===== src/rtl/enet_nios_sram_arbiter_if.sv =====
// Avalon-style single-word master bus: one instance per master (CPU data, Ethernet DMA).
// Carries the master's address/strobes/data and the slave's waitrequest/readdata.
// Modports: master drives the request side; slave drives the waitrequest/readdata side.
interface enet_nios_sram_arbiter_if #(
  parameter int ADDR_W = 18,
  parameter int DATA_W = 16
);
  logic [ADDR_W-1:0]   address;
  logic                read;
  logic                write;
  logic [DATA_W-1:0]   writedata;
  logic [DATA_W/8-1:0] byteenable;
  logic                waitrequest;
  logic [DATA_W-1:0]   readdata;

  modport master (
    output address, read, write, writedata, byteenable,
    input  waitrequest, readdata
  );

  modport slave (
    input  address, read, write, writedata, byteenable,
    output waitrequest, readdata
  );
endinterface


===== src/rtl/enet_nios_sram_arbiter.sv =====
// Round-robin arbiter and cycle sequencer for the shared async board SRAM (CPU vs Ethernet DMA).
// Latency: strobes active for WAIT_STATES+1 cycles after the grant edge; waitrequest low WAIT_STATES+2 cycles after.
// Backpressure: each master stalls on waitrequest, which drops for exactly one cycle when its transfer completes.
//
// Ports:
//   clk, reset_n         system clock, synchronous active-low reset
//   cpu, dma             Avalon-style slave ports (address/read/write/writedata/byteenable in,
//                        waitrequest/readdata out); readdata of both comes from one shared register
//   sram_addr/wdata/be_n registered SRAM address, write data and active-low byte lanes
//   sram_cs_n/oe_n/we_n  registered active-low SRAM strobes
//   sram_rdata           SRAM read data, captured at the last ACCESS edge
module enet_nios_sram_arbiter #(
  parameter int ADDR_W      = 18,
  parameter int DATA_W      = 16,
  parameter int WAIT_STATES = 2
) (
  input  logic                clk,
  input  logic                reset_n,
  enet_nios_sram_arbiter_if.slave cpu,
  enet_nios_sram_arbiter_if.slave dma,
  output logic [ADDR_W-1:0]   sram_addr,
  output logic [DATA_W-1:0]   sram_wdata,
  output logic [DATA_W/8-1:0] sram_be_n,
  output logic                sram_cs_n,
  output logic                sram_oe_n,
  output logic                sram_we_n,
  input  logic [DATA_W-1:0]   sram_rdata
);

  localparam int BE_W = DATA_W / 8;

  typedef enum logic [1:0] {
    ST_IDLE   = 2'd0,
    ST_ACCESS = 2'd1,
    ST_DONE   = 2'd2
  } state_e;

  typedef enum logic {
    GNT_CPU = 1'b0,
    GNT_DMA = 1'b1
  } grant_e;

  state_e              state;
  logic [3:0]          ws_cnt;
  grant_e              last_grant;  // also the owner of the transfer in flight
  logic                is_write;
  logic [DATA_W-1:0]   rd_q;
  logic                cpu_wait_q;
  logic                dma_wait_q;

  // Request decode and the mux of the master that would win this cycle.
  logic                cpu_req;
  logic                dma_req;
  logic                pick_dma;
  logic                sel_write;
  logic [ADDR_W-1:0]   sel_addr;
  logic [DATA_W-1:0]   sel_wdata;
  logic [BE_W-1:0]     sel_be;

  always_comb begin
    cpu_req   = cpu.read | cpu.write;
    dma_req   = dma.read | dma.write;
    // DMA wins when it is the only requester, or on a tie when the CPU went last.
    pick_dma  = dma_req & (~cpu_req | (last_grant == GNT_CPU));
    // read and write together is treated as a write.
    sel_write = pick_dma ? dma.write      : cpu.write;
    sel_addr  = pick_dma ? dma.address    : cpu.address;
    sel_wdata = pick_dma ? dma.writedata  : cpu.writedata;
    sel_be    = pick_dma ? dma.byteenable : cpu.byteenable;
  end

  always_ff @(posedge clk) begin
    if (!reset_n) begin
      state      <= ST_IDLE;
      ws_cnt     <= 4'd0;
      last_grant <= GNT_DMA;  // CPU wins the first tie
      is_write   <= 1'b0;
      rd_q       <= '0;
      cpu_wait_q <= 1'b1;
      dma_wait_q <= 1'b1;
      sram_addr  <= '0;
      sram_wdata <= '0;
      sram_be_n  <= '1;
      sram_cs_n  <= 1'b1;
      sram_oe_n  <= 1'b1;
      sram_we_n  <= 1'b1;
    end else begin
      case (state)
        ST_IDLE: begin
          if (cpu_req || dma_req) begin
            sram_addr  <= sel_addr;
            sram_wdata <= sel_wdata;
            sram_be_n  <= ~sel_be;
            sram_cs_n  <= 1'b0;
            sram_oe_n  <= sel_write;
            sram_we_n  <= ~sel_write;
            is_write   <= sel_write;
            ws_cnt     <= 4'(WAIT_STATES);
            last_grant <= pick_dma ? GNT_DMA : GNT_CPU;
            state      <= ST_ACCESS;
          end
        end

        ST_ACCESS: begin
          if (ws_cnt != 4'd0) begin
            ws_cnt <= ws_cnt - 4'd1;
          end else begin
            // Last strobe cycle: data is valid at this edge for reads.
            if (!is_write) begin
              rd_q <= sram_rdata;
            end
            sram_cs_n <= 1'b1;
            sram_oe_n <= 1'b1;
            sram_we_n <= 1'b1;
            // waitrequest is registered, so it is low during DONE.
            if (last_grant == GNT_DMA) begin
              dma_wait_q <= 1'b0;
            end else begin
              cpu_wait_q <= 1'b0;
            end
            state <= ST_DONE;
          end
        end

        ST_DONE: begin
          // Always return through IDLE: gives the forced idle cycle and lets the
          // master drop its request before the next arbitration.
          cpu_wait_q <= 1'b1;
          dma_wait_q <= 1'b1;
          state      <= ST_IDLE;
        end

        default: begin
          cpu_wait_q <= 1'b1;
          dma_wait_q <= 1'b1;
          state      <= ST_IDLE;
        end
      endcase
    end
  end

  assign cpu.waitrequest = cpu_wait_q;
  assign dma.waitrequest = dma_wait_q;
  assign cpu.readdata    = rd_q;
  assign dma.readdata    = rd_q;

endmodule


===== src/flat_wrapper.sv =====
// flat-port wrapper written by rule: the top's interface ports become plain ports
module enet_nios_sram_arbiter_flat 
#(
  parameter int ADDR_W      = 18,
  parameter int DATA_W      = 16,
  parameter int WAIT_STATES = 2
)
  (clk, reset_n, sram_addr, sram_wdata, sram_be_n, sram_cs_n, sram_oe_n, sram_we_n, sram_rdata, cpu_address, cpu_read, cpu_write, cpu_writedata, cpu_byteenable, cpu_waitrequest, cpu_readdata, dma_address, dma_read, dma_write, dma_writedata, dma_byteenable, dma_waitrequest, dma_readdata);
  enet_nios_sram_arbiter_if #(.ADDR_W(ADDR_W), .DATA_W(DATA_W)) cpu_i ();
  enet_nios_sram_arbiter_if #(.ADDR_W(ADDR_W), .DATA_W(DATA_W)) dma_i ();
  input  logic clk;
  input  logic reset_n;
  output logic [ADDR_W-1:0] sram_addr;
  output logic [DATA_W-1:0] sram_wdata;
  output logic [DATA_W/8-1:0] sram_be_n;
  output logic sram_cs_n;
  output logic sram_oe_n;
  output logic sram_we_n;
  input  logic [DATA_W-1:0] sram_rdata;
  input wire logic [$bits(cpu_i.address)-1:0] cpu_address;
  input wire logic [$bits(cpu_i.read)-1:0] cpu_read;
  input wire logic [$bits(cpu_i.write)-1:0] cpu_write;
  input wire logic [$bits(cpu_i.writedata)-1:0] cpu_writedata;
  input wire logic [$bits(cpu_i.byteenable)-1:0] cpu_byteenable;
  output wire logic [$bits(cpu_i.waitrequest)-1:0] cpu_waitrequest;
  output wire logic [$bits(cpu_i.readdata)-1:0] cpu_readdata;
  input wire logic [$bits(dma_i.address)-1:0] dma_address;
  input wire logic [$bits(dma_i.read)-1:0] dma_read;
  input wire logic [$bits(dma_i.write)-1:0] dma_write;
  input wire logic [$bits(dma_i.writedata)-1:0] dma_writedata;
  input wire logic [$bits(dma_i.byteenable)-1:0] dma_byteenable;
  output wire logic [$bits(dma_i.waitrequest)-1:0] dma_waitrequest;
  output wire logic [$bits(dma_i.readdata)-1:0] dma_readdata;
  assign cpu_i.address = cpu_address;
  assign cpu_i.read = cpu_read;
  assign cpu_i.write = cpu_write;
  assign cpu_i.writedata = cpu_writedata;
  assign cpu_i.byteenable = cpu_byteenable;
  assign cpu_waitrequest = cpu_i.waitrequest;
  assign cpu_readdata = cpu_i.readdata;
  assign dma_i.address = dma_address;
  assign dma_i.read = dma_read;
  assign dma_i.write = dma_write;
  assign dma_i.writedata = dma_writedata;
  assign dma_i.byteenable = dma_byteenable;
  assign dma_waitrequest = dma_i.waitrequest;
  assign dma_readdata = dma_i.readdata;
  enet_nios_sram_arbiter #(.ADDR_W(ADDR_W), .DATA_W(DATA_W), .WAIT_STATES(WAIT_STATES)) u_core (.clk(clk), .reset_n(reset_n), .cpu(cpu_i), .dma(dma_i), .sram_addr(sram_addr), .sram_wdata(sram_wdata), .sram_be_n(sram_be_n), .sram_cs_n(sram_cs_n), .sram_oe_n(sram_oe_n), .sram_we_n(sram_we_n), .sram_rdata(sram_rdata));
endmodule

===== config.mk =====
export PLATFORM = sky130hd
export DESIGN_NAME = enet_nios_sram_arbiter_flat
export DESIGN_NICKNAME = d
export VERILOG_FILES = /design/src/rtl/enet_nios_sram_arbiter_if.sv /design/src/rtl/enet_nios_sram_arbiter.sv /design/src/flat_wrapper.sv
export SDC_FILE = /design/constraint.sdc
export NUM_CORES = 1
export LEC_CHECK = 0
export CAP_MARGIN = 20
export CORE_ASPECT_RATIO = 1.25
export CORE_MARGIN = 4
export CORE_UTILIZATION = 40
export DETAILED_ROUTE_END_ITERATION = 10
export PLACE_DENSITY = 0.84
export SLEW_MARGIN = 25
export SYNTH_ARGS = -nofsm -noshare
export SYNTH_HDL_FRONTEND = slang
export SYNTH_SLANG_ARGS = --single-unit

===== constraint.sdc =====
create_clock -name clk -period 4.46 [get_ports clk]
set_input_delay 0.892 -clock clk [delete_from_list [all_inputs] [get_ports clk]]
set_output_delay 0.892 -clock clk [all_outputs]
set_load 0.01 [all_outputs]

==> impl_metrics.csv <==
group,metric,value,unit
place,portBuffers,166,
pwr,power_leakage,1.72,nW
die,core_area,6650,sq um
detailed_routing,dr.first_iter.drc_count,84,
clock_network,h-tree-depth,3,
outcome,outcome,"finished, final reports clean",
sta,final.period_utilization,60.4,%
synth,yosysUniqueCellTypes,33,
sta,hold_viol,0,
sta,finalSetupViolations,0,
sta,final_max_slew_viol_count,0,
detailed_routing,first_pass_iters,4,
die,fp.dieH,101,um
detailed_routing,avgViaCountPerCell,5.18,
clock_network,clock-sinks,65,
die,io_pins,167,
clock_network,clk_pin_slew_worst_paths,0.07,ns
place,dp_hpwl,6720,um
sta,tightest_slew,0.747,ns
synth,ys.flop_type,"dfxtp_1",
layout,antenna_cells,0,
synth,ys_seq_area_share,46.9,%
detailed_routing,drtAntennaViolNets,0,
worst_setup_path,crit_type,"input pin to flop",
synth,syn_inst,352,
sta,slew_headroom,50.2,%
detailed_routing,wl_met3,1290,um
grt,antenna_found_initial,0,
place,gp_congestion,0.780,
worst_setup_path,crit_arrival,2.95,ns
detailed_routing,drt_wl_total,9010,um
worst_setup_path,cp_slowest_cell,"or2_1",
synth,synthArstFlopShare,0,%
worst_setup_path,max_stage_delay,0.58,ns
die,fp-row-count,33,
clock_network,clock_latency,0.33,ns
pwr,power.density,391,nW/um^2
sta,rsz0062_at_grt,"no",
detailed_routing,drc,0,
die,die_x,82.5,um
sta,fmax,0.371,GHz
detailed_routing,highest_layer,"met4",
worst_setup_path,worstPathMaxFanout,19,
die,die_area,8350,sq um
detailed_routing,met1_length,3180,um
grt,grt_pass1_vias,3012,
sta,period_minus_slack,2.69,ns
detailed_routing,wl_per_cell,15.4,um
synth,synth_top_cell_by_area,"dfxtp_1",
grt,gr-usage-all-layers,21.7,%
clock_network,cts_tree,"built",
synth,syn_area,2780,sq um
clock_network,ctsHoldBuffers,0,
synth,synth.most_common_cell,"a21oi_1",
worst_setup_path,crit_chain,"clkdlybuf4s50_1 -> nor4_1 -> or2_1 -> buf_4 -> a21oi_1 -> a21oi_1",
grt,grt_max_degree,42,
synth,synthesis.nets,448,
layout,final_nets,590,
pwr,vdd_ir_drop_max,0.200,mV
clock_network,cts_made_buffers,9,
worst_setup_path,worstPathRequired,4.71,ns
detailed_routing,vias,3037,
clock_network,cts_buffer_depth,2,
clock_network,ctsResizeCount,0,
place,dp_cells,570,
worst_setup_path,crit_path_end_kind,"flop",
synth,synth-seq-cells,65,
sta,finalSetupTns,0,ns
synth,yosysTopAreaCellShare,46.9,%
grt,grt_pass1_wl,14000,um
clock_network,cts_setup_buffers,0,
worst_setup_path,critPathLaunchType,"input pin",
synth,synth.avg_cell_area,7.89,sq um
layout,syn_to_final_growth,63.2,%
synth,synthTopCellsByArea,"dfxtp_1 47%, a21oi_1 13%, o21ai_0 9.4%, nand2_1 8.2%, buf_4 4.3%",
synth,synth_edf_count,0,
sta,clock-skew-final,0.00533,ns
layout,instances_no_fill,586,
run,max_cap_viol_count,0,
die,initial_utilization,41.8,%
layout,drive_gt1_share,5.41,%
synth,netlist_top_cells_count,"72 x a21oi_1, 65 x dfxtp_1, 61 x nand2_1, 52 x o21ai_0, 19 x nand3_1",
synth,synth_warnings,0,
clock_network,cts_root_buf,"clkbuf_8",
worst_setup_path,crit_top_cell,"a21oi_1",
detailed_routing,wl_met2,4370,um
grt,overflow,0,
min_path,hold_path_class,"flop to flop",
-- area by class of cell --
type / count / area, sq um
clock inverter: 3 / 15.0
fill: 557 / 2120
clock buffer: 13 / 159
inverter: 5 / 18.8
multi-input combinational: 240 / 1220
timing repair buffer: 173 / 1710
tap: 87 / 109
sequential: 65 / 1300
-- worst max-delay path: cells and delay by family --
| kind | cells | cell delay, ns |
|---|---|---|
| AO/OA/AOI/OAI | 2 | 0.25 |
| buffers and inverters | 2 | 0.80 |
| AND/OR/NAND/NOR | 2 | 0.99 |
-- per-stage QoR --
step | area [sq um] | util [%] | total power [W] | hold WS [ns] | setup slack, ns
floorplan | 2780 | - | 0.00103 | 0.448 | 2.49
global placement | 4360 | 65.5 | 0.00133 | 0.451 | 1.45
detailed placement | 4360 | 65.5 | 0.00134 | 0.469 | 1.41
CTS | 4530 | 68.2 | 0.00179 | 0.478 | 1.76
global route | 4530 | 68.2 | 0.00188 | 0.497 | 1.54
finish | 4530 | 68.2 | 0.00177 | 0.476 | 1.77
-- final timing paths --
kind / depth (start not counted) / to / slack, ns / start
setup / recovery: 6 / u_core.sram_addr[17]$_SDFFE_PN0P_ / 1.77 / dma_write
setup reg to reg: 4 / u_core.sram_be_n[1]$_SDFFE_PN1P_ / 2.60 / u_core.state[1]$_SDFFE_PN0P_
hold reg to reg: 2 / u_core.cpu.readdata[12]$_SDFFE_PN0P_ / 0.48 / u_core.cpu.readdata[12]$_SDFFE_PN0P_
hold / removal: 2 / u_core.cpu.readdata[12]$_SDFFE_PN0P_ / 0.48 / u_core.cpu.readdata[12]$_SDFFE_PN0P_
-- placed cells by master (no fill, tap or decap), types with 2 or more instances in the layout --
cell,instances
buf_4,7
nand2b_1,3
nand3b_1,3
ha_1,2
dfxtp_1,65
nor2_1,5
o21ai_0,52
nand2_1,61
a21oi_1,72
inv_1,5
clkbuf_1,2
clkdlybuf4s50_1,165
clkbuf_8,11
nor4_1,2
clkinv_2,3
nand3_1,19
nor3b_2,2
a221o_1,2
-- state kept, by name (all words and copies together) (netlist names) --
register / count
u_core.cpu.waitrequest: 1
u_core.sram_addr: 18
u_core.ws_cnt: 4
u_core.state: 2
u_core.sram_cs_n: 1
u_core.sram_be_n: 2
u_core.sram_oe_n: 1
u_core.cpu.readdata: 16
u_core.sram_wdata: 16
u_core.dma.waitrequest: 1
u_core.sram_we_n: 1
u_core.is_write: 1
u_core.last_grant: 1
-- report_power, final --
group / switching [W] / leakage [nW] / internal [W]
logic: 0.000287 / 1.09 / 0.000321
registers: 0.0000533 / 0.537 / 0.000670
clock network: 0.000211 / 0.0932 / 0.000230
-- layer usage --
| metal | up-vias | GRT usage, % |
|---|---|---|
| li1 | 1481 | - |
| met1 | 1379 | 23.8 |
| met2 | 159 | 35.6 |
| met3 | 18 | 11.0 |
| met4 | 0 | 8.05 |
| met5 | - | 0 |
-- cell families after synthesis --
kind of cell               after synthesis  synth area share (%)
AOI/OAI and AO/OA                      136                  25.9
muxes                                    1                 0.361
and+or+nand+nor                        101                  16.6
buffers and inverters                   47                  9.37
adders and majority gates                2                 0.901
DFF                                     65                  46.9
Power figures use the tool's default switching activity.
